File: src/rtl/axis_rr_arbiter.sv
// Packet-level round-robin arbiter: shares one AXI-Stream sink between NUM_PORTS sources.
// A grant is held from the first beat of a packet until its tlast beat is accepted.
module axis_rr_arbiter #(
    parameter int NUM_PORTS   = 4,
    parameter int DATA_WIDTH  = 32,
    parameter int TID_WIDTH   = 8,
    parameter int TDEST_WIDTH = 4,
    parameter int TUSER_WIDTH = 4,
    localparam int SEL_W      = $clog2(NUM_PORTS),
    localparam int KW         = DATA_WIDTH / 8
) (
    input  logic                             clk,
    input  logic                             rst_n,
    input  logic [NUM_PORTS-1:0]             s_axis_tvalid,
    output logic [NUM_PORTS-1:0]             s_axis_tready,
    input  logic [NUM_PORTS*DATA_WIDTH-1:0]  s_axis_tdata,
    input  logic [NUM_PORTS*KW-1:0]          s_axis_tstrb,
    input  logic [NUM_PORTS*KW-1:0]          s_axis_tkeep,
    input  logic [NUM_PORTS-1:0]             s_axis_tlast,
    input  logic [NUM_PORTS*TID_WIDTH-1:0]   s_axis_tid,
    input  logic [NUM_PORTS*TDEST_WIDTH-1:0] s_axis_tdest,
    input  logic [NUM_PORTS*TUSER_WIDTH-1:0] s_axis_tuser,
    output logic                             m_axis_tvalid,
    input  logic                             m_axis_tready,
    output logic [DATA_WIDTH-1:0]            m_axis_tdata,
    output logic [KW-1:0]                    m_axis_tstrb,
    output logic [KW-1:0]                    m_axis_tkeep,
    output logic                             m_axis_tlast,
    output logic [TID_WIDTH-1:0]             m_axis_tid,
    output logic [TDEST_WIDTH-1:0]           m_axis_tdest,
    output logic [TUSER_WIDTH-1:0]           m_axis_tuser,
    output logic [SEL_W-1:0]                 grant_idx,
    output logic                             busy
);

    typedef enum logic {IDLE, LOCKED} state_t;

    state_t           state_q, state_d;
    logic [SEL_W-1:0] grant_q, grant_d;
    logic [SEL_W-1:0] last_grant_q, last_grant_d;
    logic [SEL_W-1:0] winner;
    logic             found;
    logic [SEL_W:0]   cand;
    logic             sel_valid;
    logic             sel_last;

    // Search starts just after the last owner; the wrap uses a compare so a
    // non-power-of-2 port count can never select an index past NUM_PORTS-1.
    always_comb begin
        winner = '0;
        found  = 1'b0;
        cand   = '0;
        for (int off = 1; off <= NUM_PORTS; off++) begin
            cand = {1'b0, last_grant_q} + (SEL_W+1)'(off);
            if (cand >= (SEL_W+1)'(NUM_PORTS)) begin
                cand = cand - (SEL_W+1)'(NUM_PORTS);
            end
            if (!found && s_axis_tvalid[cand[SEL_W-1:0]]) begin
                found  = 1'b1;
                winner = cand[SEL_W-1:0];
            end
        end
    end

    always_comb begin
        sel_valid     = 1'b0;
        sel_last      = 1'b0;
        s_axis_tready = '0;
        m_axis_tdata  = '0;
        m_axis_tstrb  = '0;
        m_axis_tkeep  = '0;
        m_axis_tid    = '0;
        m_axis_tdest  = '0;
        m_axis_tuser  = '0;
        if (state_q == LOCKED) begin
            for (int i = 0; i < NUM_PORTS; i++) begin
                if (grant_q == SEL_W'(i)) begin
                    sel_valid        = s_axis_tvalid[i];
                    sel_last         = s_axis_tlast[i];
                    s_axis_tready[i] = m_axis_tready;
                    m_axis_tdata     = s_axis_tdata[i*DATA_WIDTH +: DATA_WIDTH];
                    m_axis_tstrb     = s_axis_tstrb[i*KW +: KW];
                    m_axis_tkeep     = s_axis_tkeep[i*KW +: KW];
                    m_axis_tid       = s_axis_tid[i*TID_WIDTH +: TID_WIDTH];
                    m_axis_tdest     = s_axis_tdest[i*TDEST_WIDTH +: TDEST_WIDTH];
                    m_axis_tuser     = s_axis_tuser[i*TUSER_WIDTH +: TUSER_WIDTH];
                end
            end
        end
        m_axis_tvalid = sel_valid;
        m_axis_tlast  = sel_last;
    end

    // IDLE arbitrates (one bubble per packet); LOCKED holds until tlast is accepted.
    always_comb begin
        state_d      = state_q;
        grant_d      = grant_q;
        last_grant_d = last_grant_q;
        case (state_q)
            IDLE: begin
                if (found) begin
                    grant_d = winner;
                    state_d = LOCKED;
                end
            end
            LOCKED: begin
                if (sel_valid && m_axis_tready && sel_last) begin
                    state_d      = IDLE;
                    last_grant_d = grant_q;
                end
            end
            default: state_d = IDLE;
        endcase
    end

    always_ff @(posedge clk or negedge rst_n) begin
        if (!rst_n) begin
            state_q      <= IDLE;
            grant_q      <= '0;
            last_grant_q <= SEL_W'(NUM_PORTS-1);
        end else begin
            state_q      <= state_d;
            grant_q      <= grant_d;
            last_grant_q <= last_grant_d;
        end
    end

    assign grant_idx = grant_q;
    assign busy      = (state_q == LOCKED);

endmodule

File: config.mk
export PLATFORM = sky130hd
export DESIGN_NAME = axis_rr_arbiter
export DESIGN_NICKNAME = d
export VERILOG_FILES = /design/src/rtl/axis_rr_arbiter.sv
export SDC_FILE = /design/constraint.sdc
export NUM_CORES = 1
export LEC_CHECK = 0
export CAP_MARGIN = 20
export CORE_AREA = 2 2 117 119
export DETAILED_ROUTE_END_ITERATION = 16
export DIE_AREA = 0 0 119 121
export PLACE_DENSITY_LB_ADDON = 0.2
export SLEW_MARGIN = 15
export SYNTH_ARGS = -nofsm -noshare
export SYNTH_HDL_FRONTEND = slang
export SYNTH_SLANG_ARGS = --single-unit
File: constraint.sdc
create_clock -name clk -period 2.3 [get_ports clk]
set_clock_uncertainty 0.05 [all_clocks]
set_input_delay 0.46 -clock clk [delete_from_list [all_inputs] [get_ports clk]]
set_output_delay 0.46 -clock clk [all_outputs]
set_load 0.01 [all_outputs]
== Yosys cells after proc, flatten, opt, wreduce, memory -nomap -nowiden ==
Cells that the tools add are included.
W data, S select, Z words.

* Register bits: 5
* Bits in latches: 0
* Memory bits (writable): 0
* Memory bits (read-only): 0
* Input port bits: 235
* Memories kept: 0

* Add/sub/neg operators: 8
* Multipliers: 0
* Divide/modulo/power cells: 0
* Order comparisons: 8
* Equality and inequality tests: 3
* Shift operators: 0
* Muxes and demuxes: 68
* Bitwise operators: 1
* Reduce and logical (&&, ||, !) cells: 11

{| class="wikitable"
|+ Operator list
! cell !! count
|-
| $mux W32 || 5
|-
| $mux W4 || 21
|-
| $mux W8 || 5
|-
| $mux W1 || 24
|-
| $mux W2 || 8
|-
| $ge A3 B3 Y1 const B || 4
|-
| $lt A2 B3 Y1 const B || 4
|-
| $bmux W1 S2 || 4
|-
| $sub A2 B1 Y2 const B || 4
|-
| $add A2 B2 Y3 const B || 2
|-
| $logic_and A1 B1 Y1 || 5
|-
| $eq A2 B2 Y1 const B || 2
|-
| $reduce_and A2 Y1 || 2
|-
| $add A2 B1 Y3 const B || 1
|-
| $add A2 B3 Y3 const B || 1
|-
| $logic_not A1 Y1 || 3
|-
| $eq A2 B1 Y1 const B || 1
|-
| $logic_not A2 Y1 || 1
|-
| $pmux W1 S2 || 1
|-
| $not A1 Y1 || 1
|}

== Logic depth before layout (Yosys ltp) ==
* Word-level depth: 17
* Mapped depth: 5
* Mapped depth without buffers: 4

== Worst setup path before layout ==
No wires, ideal clock.

* Path type: register to output
* Start point: register grant_q[0], in the netlist grant_idx[0]
* End point: output port m_axis_tdata[0]
* Arrival: 1.432 ns
* Setup slack: 0.358 ns
* Cell stages (with the launch flop): 5
* Cells stage by stage: dfrtp_1 -> buf_6 -> buf_6 -> mux4_2 -> and2_1

* Cells in the longest elaborated chain, start to end: 6

{| class="wikitable"
|+ RTL lines
! element !! line !! text
|-
| from (decl) || 39 || <nowiki>logic [SEL_W-1:0] grant_q, grant_d;</nowiki>
|-
| from (signal assigned) || 123 || <nowiki>grant_q <= grant_d;</nowiki>
|-
| $logic_not A2 Y1 || 77 || <nowiki>if (grant_q == SEL_W'(i)) begin</nowiki>
|-
| $mux W32 (3 in a row) || 77 ||
|-
| $mux W32 (*) || 77 ||
|-
| $mux W32 (*) || 75 || <nowiki>if (state_q == LOCKED) begin</nowiki>
|-
| to (decl) || 25 || <nowiki>output logic [DATA_WIDTH-1:0] m_axis_tdata,</nowiki>
|}

Every way passes the cells marked *; elsewhere a longest branch is shown, timed or not.

== Final worst setup path ==
* Start point: register grant_q[0], in the netlist grant_idx[0]
* End point: output port m_axis_tdata[30]

The elaborated chain is that of the path after synthesis.

==> impl_results.md <==
- Deepest clock path buffer count: 2
- Starting Density: 16.2%
- Drt drc: 0
- Layout cells sized above 1: 39.0%
- Core area: between 10000 and 15000 um2
- Mean Syn Cell Area: about 12 um2
- Number of global-route vias before repair: between 3000 and 4000
- XOR/XNOR Fraction of Synth Area: 0%
- Initial antenna violation count: 0
- Clk pin slew, worst setup/hold paths: 0.03 ns
- Worst ir drop on vdd: 0.561 mV
- Leading area contributor after synthesis: mux4_2
- Detailed Place HPWL: between 9000 and 10000 um
- Die area: roughly 14000 um2
- Synthesized area: 2120 um2
- Total GRT Usage: 16.3%
- Final wirelength: 12300 um
- DIE WIDTH: roughly 120 um
- Kind of cell adding the most delay to the critical path: buffers and inverters
- Measured slew at the worst slew-check pin: 0.359 ns
- Crit path largest cell delay: 0.50 ns
- Critical-path cell with the highest stage delay: dfrtp_4
- First-pass DRT Iterations: 4
- Via count: 2932
- Post-synthesis compound-gate area fraction: under 10%
- Num rows: 42
- Commonest non-fill, non-tap cell in the layout: clkdlybuf4s50_1
- Fmax: between 0.4 and 0.5 GHz
- Max Cap Viol: 0
- First-pass GRT wire length: 18200 um
- Worst path most repeated cell: buf_12
- Final WS setup: -0.147 ns
- Final setup viols: 37
- Later-pin clock latency in the skew report: 0.23 ns
- Post-synthesis simple-gate area fraction: roughly 21%
- Most frequent cells in the layout: clkdlybuf4s50_1 (237), mux4_2 (56), buf_2 (38), buf_6 (29)
- Placed cell count: 645
- Crit path arrival time: 1.94 ns
- Largest net degree at the start of global routing: 35
- TritonCTS buffer count: 3
- Syn Inst Count: about 180
- # IOs: 300
- PortBufs: ~300
- Relative slew slack: 76.1%
- Hold WS: about 0.4 ns
- Adder-cell share of the synthesized area: 0%
- Min cycle time layout: roughly 2.4 ns
- Hold buffer count at cts: 0
- DRT iter0 DRCs: 78
- Area grow syn2layout: 173%
- Reg2Reg Setup Slack: 0.34 ns
- Die height: 121 um
- Final non-filler cell total: between 600 and 700
- CP startpoint kind: flop
- Area contributors post-synth: mux4_2 (59%), and2_1 (17%), dfrtp_1 (3.5%)
- CP Capture Type: primary output
- CTS tree: yes
- Syn Nets: 411
- CP Data Required Time: 1.79 ns
- H-tree levels: 1
- Final Power: ~6000 uW
- Final net count: between 700 and 800
- DRT antenna net count: 0
- Pins Over Slew Limit: 0
- Clock root cell: clkbuf_16
- Min-delay worst type: in2async
- Period utilization: 106%
- Failing checks: setup timing
- Final GP Congestion: 0.810
- CP Class: reg2out
- Sequential area share after synthesis: 6.02%
- Total grt overflow: 0
- CP cell instances: buf_12, buf_12, buf_16, buf_6, mux4_2, and2_1, buf_2
- Status: finished with violations
- Via density: 4.35
- RSZ-0062 raised after global routing: true
- Mux contribution to synthesized area: 63.9%
- Leak: 0.00234 uW
- CP bufs+invs: 5
- CP max FO: 5
- Main combinational cell family by area after synthesis: multiplexers
- Seq cells post-synth: 5
- Synth top area share: between 50% and 60%
- Yosys warnings: 0
- Power density over the cells: 1030 nW/um2
- Final hold vios: 0
- Worst slack at placement: -0.225 ns
- Synth cell types: 26
- # clock sinks: 5
- Wire per inst: approximately 18 um
- # diodes: 0
==> final cells by class <==
cell class,count,area (um2)
Clock buffer,4,78.8
Tap cell,176,220
Sequential cell,5,134
Timing Repair Buffer,339,3410
Multi-Input combinational cell,149,1950
Inverter,1,3.75
Fill cell,1218,7290
==> metal layers <==
metal | share of wire (%) | track usage [%]
met1 | 37 | 18.6
met4 | 0.29 | 1.26
met3 | 7.3 | 3.71
met2 | 55 | 31.9
met5 | 0 | 0
==> worst paths after layout <==
check                                start          endpoint  cells past startpoint
min in group clk           last_grant_q[0]      grant_idx[0]                      2
setup / recovery              grant_idx[0]  m_axis_tdata[30]                      7
hold / removal                       rst_n              busy                      1
setup reg to reg              grant_idx[0]   last_grant_q[1]                      8
max in group asynchronous            rst_n   last_grant_q[1]                      1
hold reg to reg            last_grant_q[0]      grant_idx[0]                      2
==> repair_timing <==
action | CTS | global route
gates resized for setup | 268 | 42
gates cloned | 6 | 1
setup endpoints to repair | 58 | 51
pin swaps | 9 | 10
buffers inserted | 18 | 3
==> through the flow <==
step | instance area [um2] | setup TNS [ns] | utilization (%)
after floorplan | 2120 | 0 | -
after global placement | 5400 | -9.31 | 41.3
after detailed placement | 5400 | -9.85 | 41.3
after CTS | 5640 | -4.21 | 43.1
after global routing | 5790 | -4.04 | 44.3
final | 5790 | -2.01 | 44.3
==> registers in the layout (all words and copies together), names as in the netlist <==
signal        flops
busy              1
grant_idx         2
last_grant_q      2
==> where the power goes <==
part / internal, uW / switching [uW] / leakage (uW)
Clock: 230 / 58.4 / 0.0000382
Combinational: 3430 / 2030 / 0.00225
Sequential: 157 / 78.4 / 0.0000516
==> kinds of logic after synthesis <==
kind of cell | count (synthesis)
AND/OR/NAND/NOR | 75
multiplexers | 65
buffers and inverters | 22
AO/OA/AOI/OAI | 9
flip-flops | 5
==> synthesized netlist by cell type (all sizes together) <==
master  instances
nand3b          1
a21oi           2
dfstp           2
mux4           56
a22o            1
nand2           4
a31oi           1
a211oi          1
a21o            1
and3            1
buf             9
inv             1
o22ai           2
nand2b          4
and2           56
a22oi           1
mux2i           6
clkbuf         12
nor2            8
dfrtp           3
mux2            3
nand3           1
No activity file was read; power rests on OpenSTA's default activity.
